`config.mk`:
```
export PLATFORM = sky130hd
export DESIGN_NAME = result_bram_to_stream_flat
export DESIGN_NICKNAME = d
export VERILOG_FILES = /design/src/rtl/result_buf_pkg.sv /design/src/rtl/result_bram_to_stream_if.sv /design/src/rtl/result_bram_to_stream.sv /design/src/flat_wrapper.sv
export SDC_FILE = /design/constraint.sdc
export NUM_CORES = 1
export LEC_CHECK = 0
export BUFFER_PORTS_ARGS = -buffer_cell sky130_fd_sc_hd__buf_2
export CORE_ASPECT_RATIO = 1.75
export CORE_MARGIN = 3
export CORE_UTILIZATION = 43
export CTS_BUF_LIST = sky130_fd_sc_hd__clkbuf_4
export DETAILED_ROUTE_END_ITERATION = 10
export PLACE_DENSITY = 0.72
export SYNTH_ARGS = -nofsm -noshare
export SYNTH_HDL_FRONTEND = slang
export SYNTH_SLANG_ARGS = --single-unit
```
`constraint.sdc`:
```
create_clock -name i_clk -period 6.4 [get_ports i_clk]
set_input_delay 0.64 -clock i_clk [delete_from_list [all_inputs] [get_ports i_clk]]
set_output_delay 0.64 -clock i_clk [all_outputs]
set_load 0.01 [all_outputs]
```
`src/rtl/result_buf_pkg.sv`:
```
// Shared constants and FSM state encoding for the result buffer read side.
package result_buf_pkg;

  localparam int RESULT_CAPACITY       = 8192;
  localparam int PTR_W                 = 13;
  localparam int LINE_ADDR_W           = 9;
  localparam int LINE_W                = 256;
  localparam int FP16_PER_LINE         = 16;
  localparam int ALMOST_FULL_THRESHOLD = 7936;
  localparam int FP16_W                = 16;

  typedef enum logic [1:0] {
    IDLE   = 2'd0,
    FETCH  = 2'd1,
    WAIT   = 2'd2,
    STREAM = 2'd3
  } state_t;

endpackage

```
`src/rtl/result_bram_to_stream_if.sv`:
```
// BRAM read port plus FP16 result stream, bundled as one bus.
// The master side is the reader; the slave side is the BRAM and the stream sink.
interface result_bram_to_stream_if;
  import result_buf_pkg::*;

  logic [LINE_ADDR_W-1:0] o_bram_rd_addr;
  logic                   o_bram_rd_en;
  logic [LINE_W-1:0]      i_bram_rd_data;
  logic [FP16_W-1:0]      o_data;
  logic                   o_valid;
  logic                   i_ready;

  modport master (
    output o_bram_rd_addr, o_bram_rd_en, o_data, o_valid,
    input  i_bram_rd_data, i_ready
  );

  modport slave (
    input  o_bram_rd_addr, o_bram_rd_en, o_data, o_valid,
    output i_bram_rd_data, i_ready
  );

endinterface

```
`src/rtl/result_bram_to_stream.sv`:
```
// Reads FP16 results out of the 256-bit result BRAM one line at a time and
// presents them as a valid/ready stream. Entries are only emitted once the
// registered writer pointer shows them written; a line fetched while the
// writer was still inside it is trusted only up to the pointer seen at fetch.
module result_bram_to_stream
  import result_buf_pkg::*;
(
  input  logic                    i_clk,
  input  logic                    i_reset_n,
  input  logic [PTR_W-1:0]        i_wr_ptr,
  output logic [PTR_W-1:0]        o_rd_ptr,
  output logic [PTR_W:0]          o_used_entries,
  input  logic                    i_read_top_reset,
  result_bram_to_stream_if.master bus
);

  localparam int POS_W = PTR_W - LINE_ADDR_W;

  state_t                 state, state_nxt;
  logic [PTR_W-1:0]       wr_ptr_q, rd_ptr, rd_ptr_inc, snap;
  logic [LINE_W-1:0]      line_buf;
  logic [LINE_ADDR_W-1:0] buf_line;
  logic                   buf_vld;
  logic [FP16_W-1:0]      data_q;
  logic                   valid_q;
  logic                   hs, empty, buffered, cont, more;
  logic                   fetch_go, capture, load_buf, drop_valid;
  logic [POS_W-1:0]       lane_pos;
  logic [LINE_W-1:0]      lane_src;
  logic [FP16_W-1:0]      lane_data;

  assign hs         = valid_q & bus.i_ready;
  assign rd_ptr_inc = rd_ptr + PTR_W'(1);
  assign empty      = (wr_ptr_q == rd_ptr);
  // The buffered line is good from the current entry up to (not including) snap.
  assign buffered   = buf_vld && (rd_ptr[PTR_W-1:POS_W] == buf_line) && (rd_ptr != snap);
  // Next entry still inside the current line and below the trusted limit.
  assign cont       = (rd_ptr_inc[POS_W-1:0] != '0) && (rd_ptr_inc != snap);
  assign more       = (wr_ptr_q != rd_ptr_inc);

  // While streaming the entry to load is the one after the handshake; otherwise
  // it is the entry at the pointer. In WAIT the line comes straight off the BRAM.
  assign lane_pos  = (state == STREAM) ? rd_ptr_inc[POS_W-1:0] : rd_ptr[POS_W-1:0];
  assign lane_src  = (state == WAIT) ? bus.i_bram_rd_data : line_buf;
  assign lane_data = lane_src[{lane_pos, 4'b0000} +: FP16_W];

  assign bus.o_bram_rd_en   = (state == FETCH) && !i_read_top_reset;
  assign bus.o_bram_rd_addr = rd_ptr[PTR_W-1:POS_W];
  assign bus.o_data         = data_q;
  assign bus.o_valid        = valid_q;
  assign o_rd_ptr           = rd_ptr;
  assign o_used_entries     = {1'b0, wr_ptr_q - rd_ptr};

  // FSM state register.
  always_ff @(posedge i_clk or negedge i_reset_n) begin
    if (!i_reset_n) state <= IDLE;
    else            state <= state_nxt;
  end

  // Next-state and datapath control decode; host clear overrides everything.
  always_comb begin
    state_nxt  = state;
    fetch_go   = 1'b0;
    capture    = 1'b0;
    load_buf   = 1'b0;
    drop_valid = 1'b0;
    if (i_read_top_reset) begin
      state_nxt = IDLE;
    end else begin
      case (state)
        IDLE: begin
          if (!empty) begin
            if (buffered) begin
              load_buf  = 1'b1;
              state_nxt = STREAM;
            end else begin
              fetch_go  = 1'b1;
              state_nxt = FETCH;
            end
          end
        end
        FETCH: state_nxt = WAIT;
        WAIT: begin
          capture   = 1'b1;
          state_nxt = STREAM;
        end
        STREAM: begin
          if (hs) begin
            if (cont) begin
              load_buf = 1'b1;
            end else begin
              drop_valid = 1'b1;
              if (more) begin
                fetch_go  = 1'b1;
                state_nxt = FETCH;
              end else begin
                state_nxt = IDLE;
              end
            end
          end
        end
        default: state_nxt = IDLE;
      endcase
    end
  end

  // Pointers, fetch snapshot, line buffer and output register.
  always_ff @(posedge i_clk or negedge i_reset_n) begin
    if (!i_reset_n) begin
      wr_ptr_q <= '0;
      rd_ptr   <= '0;
      snap     <= '0;
      line_buf <= '0;
      buf_line <= '0;
      buf_vld  <= 1'b0;
      data_q   <= '0;
      valid_q  <= 1'b0;
    end else begin
      wr_ptr_q <= i_wr_ptr;
      if (i_read_top_reset) begin
        rd_ptr  <= '0;
        valid_q <= 1'b0;
        buf_vld <= 1'b0;
      end else begin
        if (hs)       rd_ptr <= rd_ptr_inc;
        if (fetch_go) snap   <= wr_ptr_q;
        if (capture) begin
          line_buf <= bus.i_bram_rd_data;
          buf_line <= rd_ptr[PTR_W-1:POS_W];
          buf_vld  <= 1'b1;
        end
        if (capture || load_buf) begin
          data_q  <= lane_data;
          valid_q <= 1'b1;
        end else if (drop_valid) begin
          valid_q <= 1'b0;
        end
      end
    end
  end

endmodule

```
`src/flat_wrapper.sv`:
```
// flat-port wrapper written by rule: the top's interface ports become plain ports
module result_bram_to_stream_flat import result_buf_pkg::*;
  (i_clk, i_reset_n, i_wr_ptr, o_rd_ptr, o_used_entries, i_read_top_reset, bus_o_bram_rd_addr, bus_o_bram_rd_en, bus_o_data, bus_o_valid, bus_i_bram_rd_data, bus_i_ready);
  result_bram_to_stream_if bus_i ();
  input  logic i_clk;
  input  logic i_reset_n;
  input  logic [PTR_W-1:0] i_wr_ptr;
  output logic [PTR_W-1:0] o_rd_ptr;
  output logic [PTR_W:0] o_used_entries;
  input  logic i_read_top_reset;
  output wire logic [$bits(bus_i.o_bram_rd_addr)-1:0] bus_o_bram_rd_addr;
  output wire logic [$bits(bus_i.o_bram_rd_en)-1:0] bus_o_bram_rd_en;
  output wire logic [$bits(bus_i.o_data)-1:0] bus_o_data;
  output wire logic [$bits(bus_i.o_valid)-1:0] bus_o_valid;
  input wire logic [$bits(bus_i.i_bram_rd_data)-1:0] bus_i_bram_rd_data;
  input wire logic [$bits(bus_i.i_ready)-1:0] bus_i_ready;
  assign bus_o_bram_rd_addr = bus_i.o_bram_rd_addr;
  assign bus_o_bram_rd_en = bus_i.o_bram_rd_en;
  assign bus_o_data = bus_i.o_data;
  assign bus_o_valid = bus_i.o_valid;
  assign bus_i.i_bram_rd_data = bus_i_bram_rd_data;
  assign bus_i.i_ready = bus_i_ready;
  result_bram_to_stream u_core (.i_clk(i_clk), .i_reset_n(i_reset_n), .i_wr_ptr(i_wr_ptr), .o_rd_ptr(o_rd_ptr), .o_used_entries(o_used_entries), .i_read_top_reset(i_read_top_reset), .bus(bus_i));
endmodule
```
* Yosys cells after proc, flatten, opt, wreduce, memory -nomap -nowiden *
Index checks and enable logic that the tools add are counted.

word-level totals
  register bits = 324
  bits of input ports = 273
  output and inout bits = 54
  logic and storage cells = 75

operators by class
  $add $sub $neg = 2
  equality and inequality tests = 11
  shift-type cells = 1
  muxes and demuxes = 35
  bitwise gates (word level) = 2
  reductions and logical operators = 15

operators by type and width
  operator                 count
  $mux W256                1
  $shiftx A256 B9 Y16      1
  $ne A13 B13 Y1           3
  $mux W13                 2
  $mux W1                  23
  $add A13 B1 Y13 const B  1
  $eq A13 B13 Y1           1
  $sub A13 B13 Y13         1
  $mux W2                  5
  $eq A9 B9 Y1             1
  $pmux W2 S4              1
  $ne A3 B3 Y1 const B     2
  $reduce_and A2 Y1        3
  $eq A2 B2 Y1 const B     2
  $logic_and A1 B1 Y1      4
  $mux W4                  1
  $pmux W1 S2              2
  $reduce_bool A2 Y1       2
  $reduce_bool A4 Y1       1
  $ne A3 B2 Y1 const B     1
  $reduce_and A3 Y1        1
  $reduce_bool A3 Y1       1
  $eq A2 B1 Y1 const B     1
  $logic_not A2 Y1         1
  4 further kinds          4

* Logic depth before layout (Yosys ltp) *
  word-level depth = 10
  mapped depth = 13
  mapped depth without buffers = 11

* Least setup slack after synthesis *
OpenSTA, ideal clock, no wires.

  path kind = reg-to-reg
  start = register u_core.state[0]
  end = register u_core.data_q[0] (netlist: u_core.bus.o_data[0])
  library setup time = 0.125 ns
  arrival time = 2.922 ns
  data required time = 6.275 ns
  path slack = 3.353 ns
  stages on the path, launching flop included = 10
  buffers on the path = 3
  clock period less this slack = 3.047 ns
  path through = dfrtp_1 -> inv_1 -> ha_1 -> clkbuf_1 -> buf_1 -> buf_2 -> mux4_2 -> mux4_2 -> mux2_2 -> mux2_2

between the ends
  cells in the longest elaborated chain, start to end = 5
  elaborated cells on any way between the ends = 12
  those cells by class = eq/ne (2); shift (1); mux (6); reduce/logical (3)

RTL lines
  element                                            line                          text
  from (decl)                                        result_bram_to_stream.sv:19   state_t state, state_nxt;
  from (signal assigned)                             result_bram_to_stream.sv:57   else state <= state_nxt;
  branches (longest 5 deep; another with $mux W256)  --
  to (signal assigned)                               result_bram_to_stream.sv:133  data_q <= lane_data;
  to (decl)                                          result_bram_to_stream.sv:24   logic [FP16_W-1:0] data_q;

Several ways; the timed one is not identified.
A chain may end at the register's enable or synchronous reset.

* Worst setup path after layout *
  start = register u_core.rd_ptr[3] (netlist: u_core.o_rd_ptr[3])
  end = output port o_used_entries[10]

between the ends
  cells in the longest elaborated chain, start to end = 1

RTL lines
  element                 line                          text
  from (decl)             result_bram_to_stream.sv:20   logic [PTR_W-1:0] wr_ptr_q, rd_ptr, rd_ptr_inc, snap;
  from (signal assigned)  result_bram_to_stream.sv:125  if (hs) rd_ptr <= rd_ptr_inc;
  $sub A13 B13 Y13        result_bram_to_stream.sv:52   assign o_used_entries = {1'b0, wr_ptr_q - rd_ptr};
  to (decl)               flat_wrapper.sv:9             output logic [PTR_W:0] o_used_entries;

No other way between the ends.

==> impl_metrics.env <==
export IMPL_vias=12200
export IMPL_ys_flop_type="dfrtp_1"
export IMPL_first_pass_iters=5
export IMPL_synth_cells=1186
export IMPL_netlist_area_leader_share_pct=45.4
export IMPL_cp_max_fo=17
export IMPL_holdBufCountCts=24
export IMPL_rsz0062_at_grt="false"
export IMPL_ioPinCount=327
export IMPL_place_area_um2=19900
export IMPL_crit_path_start_kind="register"
export IMPL_via_per_inst=5.63
export IMPL_fin_cells=2167
export IMPL_worst_pin_slew_ns=1.15
export IMPL_worstHoldStart="bus_i_bram_rd_data[23]"
export IMPL_dieArea_um2=44200
export IMPL_timing_rr_start="u_core.o_rd_ptr[1]$_DFFE_PN0P_"
export IMPL_clkTransAtPathRegs_ns=0.07
export IMPL_wl_per_cell_um=23.8
export IMPL_async_reset_ff_share_pct=100
export IMPL_ff2ff_setup_slack_ns=2.45
export IMPL_die_x_um=160
export IMPL_ys_types=64
export IMPL_layout_nets=1826
export IMPL_syn2layout_area_growth_pct=18.9
export IMPL_power_density_nw_per_um2=439
export IMPL_max_freq_mhz=235
export IMPL_finalWirelength_mm=51.5
export IMPL_drt_iter0_drc=803
export IMPL_grtUsageTotal_pct=23.2
export IMPL_yosysTopAreaCell="dfrtp_1"
export IMPL_reg2regPathDepth=9
export IMPL_cts_setup_buffers=0
export IMPL_route_detailed_drc=0
export IMPL_hold_class="input port to register"
export IMPL_cts_root_buf="clkbuf_4"
export IMPL_h_tree_depth=3
export IMPL_fillers=3555
export IMPL_slew_violations=0
export IMPL_leakage_nw=9.10
export IMPL_numCtsBuffers=82
export IMPL_hold_path_cell_count=2
export IMPL_grt_pass1_wl_mm=77.8
export IMPL_synth_common_cells="dfrtp_1 (324), mux2_2 (290), mux4_2 (160)"
export IMPL_dp_cells=1975
export IMPL_maxCapViolations=0
export IMPL_critPathRequiredTime_ns=5.76
export IMPL_setup_viol_count_final=0
export IMPL_grt_pass1_vias=13100
export IMPL_avgSynthCellArea_um2=15.1
export IMPL_synth_seq_cells=324
export IMPL_status="finished, final reports clean"
export IMPL_netlist_area_um2=17900
export IMPL_grt_overflow=0
export IMPL_cp_arrival_ns=3.62
export IMPL_initial_core_util_pct=43.7
export IMPL_fin_crit_ns=4.26
export IMPL_timing_setup_tns_ns=0
export IMPL_antenna_found_initial=31
export IMPL_gp_congestion=0.911
export IMPL_io_buffers=325
export IMPL_grt_max_degree=171
export IMPL_crit_type="register to output port"
export IMPL_drt_antenna_violating_nets=0
export IMPL_hold_end="u_core.line_buf[23]$_DFFE_PN0P_"
export IMPL_ys_top_cells_by_area="dfrtp_1 (45%), mux4_2 (20%), mux2_2 (18%)"
export IMPL_drive_gt1_share_pct=60.0
export IMPL_relSlewSlack_pct=22.7
export IMPL_synth_edf_count=0
export IMPL_insertion_delay_ns=0.78
export IMPL_hpwl_mm=37.7
export IMPL_fin_skew_ns=0.0496
export IMPL_final_area_um2=21300
export IMPL_finalCritPeriodShare_pct=66.6
export IMPL_core_rowCount=98
export IMPL_ir_drop_v=0.000220
export IMPL_yosys_warnings=0
export IMPL_syn_nets=1479
export IMPL_ys_seq_area_share_pct=45.4
export IMPL_cts_sinks=324
export IMPL_yosysMostFrequentCell="dfrtp_1"
export IMPL_r2r_end="u_core.bus.o_data[15]$_DFFE_PN0P_"
export IMPL_cts_tree="built"
export IMPL_core_region_area_um2=41000
export IMPL_cts_path_max_buffers=3
export IMPL_cts_resized=0
export IMPL_hold_viol_final=0
export IMPL_die_h_um=276
export IMPL_whs_ns=0.105
export IMPL_endpoint_kind="output port"
layout make-up:
type | count | area, um^2 | share of cell area, %
Inverter | 23 | 86.3 | 0.406
Clock inverter | 25 | 154 | 0.724
Timing Repair Buffer | 362 | 2020 | 9.52
Tap cell | 550 | 688 | 3.24
Clock buffer | 120 | 901 | 4.24
Sequential cell | 324 | 8110 | 38.1
Multi-Input combinational cell | 740 | 9240 | 43.5
Antenna cell | 23 | 57.6 | 0.271
flip-flops by register name (all words and copies together) (netlist names):
name and count:
u_core.snap 13, u_core.state 2, u_core.bus.o_data 16, u_core.bus.o_valid 1
u_core.buf_vld 1, u_core.line_buf 256, u_core.wr_ptr_q 13, u_core.o_rd_ptr 13
u_core.buf_line 9
layout by cell type, fill, tap and decap left out, types with 5 or more instances in the layout:
cell,count
buf_2,324
dfrtp_1,324
mux2_2,290
mux4_2,160
clkbuf_4,120
xnor2_1,47
dlygate4sd3_1,24
diode_2,23
inv_1,23
nor2_1,23
a21oi_1,21
mux2_4,20
ha_1,18
clkinv_1,18
nand2_1,17
xor2_1,14
nand4_1,11
nor3_1,10
nand3_1,9
buf_4,9
a21o_1,7
nand2b_1,7
o21ai_0,6
nor4_1,6
a211oi_1,5
logic make-up after synthesis:
| kind of cell | Yosys count | synth area share (%) |
|---|---|---|
| adders and majority gates | 20 | 1.44 |
| muxes | 471 | 40.2 |
| DFF | 324 | 45.4 |
| and+or+nand+nor | 113 | 3.55 |
| xor gates and xnor gates | 65 | 3.27 |
| buffers and inverters | 122 | 3.35 |
| other | 1 | 0.0210 |
| AOI/OAI and AO/OA | 70 | 2.86 |
worst max-delay path by stage:
stage,start,endpoint,slack (ns),cells past startpoint
after floorplan,u_core.state[0]$_DFFE_PN0P_,u_core.bus.o_data[0]$_DFFE_PN0P_,3.35,9
after global placement,u_core.o_rd_ptr[0]$_DFFE_PN0P_,u_core.bus.o_data[0]$_DFFE_PN0P_,2.55,9
after detailed placement,u_core.o_rd_ptr[1]$_DFFE_PN0P_,u_core.bus.o_data[3]$_DFFE_PN0P_,2.49,9
after CTS,u_core.o_rd_ptr[3]$_DFFE_PN0P_,o_used_entries[10],2.04,10
after global routing,u_core.o_rd_ptr[3]$_DFFE_PN0P_,o_used_entries[10],1.89,10
final,u_core.o_rd_ptr[3]$_DFFE_PN0P_,o_used_entries[10],2.14,10
where the power goes:
group	total, W	internal, W	switching [W]
clock	0.00182	0.000940	0.000885
combinational	0.00407	0.00246	0.00162
sequential	0.00343	0.00295	0.000485
total	0.00933	0.00635	0.00298
routing by layer:
| metal | part of all wire (%) | track usage [%] | wire length [um] |
|---|---|---|---|
| met4 | 4.7 | 12.3 | 2440 |
| met3 | 6.6 | 6.05 | 3370 |
| met5 | 0.15 | 0 | 76 |
| met1 | 36 | 25.5 | 18300 |
| met2 | 53 | 41.0 | 27300 |
per-stage QoR:
stage	utilization (%)	power (W)	worst slack, ns
floorplan	-	0.00640	3.35
global placement	48.6	0.00736	2.55
detailed placement	48.6	0.00755	2.49
CTS	51.8	0.00942	2.04
global route	51.9	0.00985	1.89
finish	51.9	0.00933	2.14
critical path, stage by stage, from the launching register on:
cell	delay [ns]
dfrtp_1	0.78
inv_1	0.23
ha_1	0.39
inv_1	0.09
o21bai_1	0.16
nor2b_1	0.18
a211oi_1	0.43
o21bai_1	0.11
a21oi_1	0.20
xnor2_1	0.14
buf_2	0.15
(Power assumes the default switching activity.)
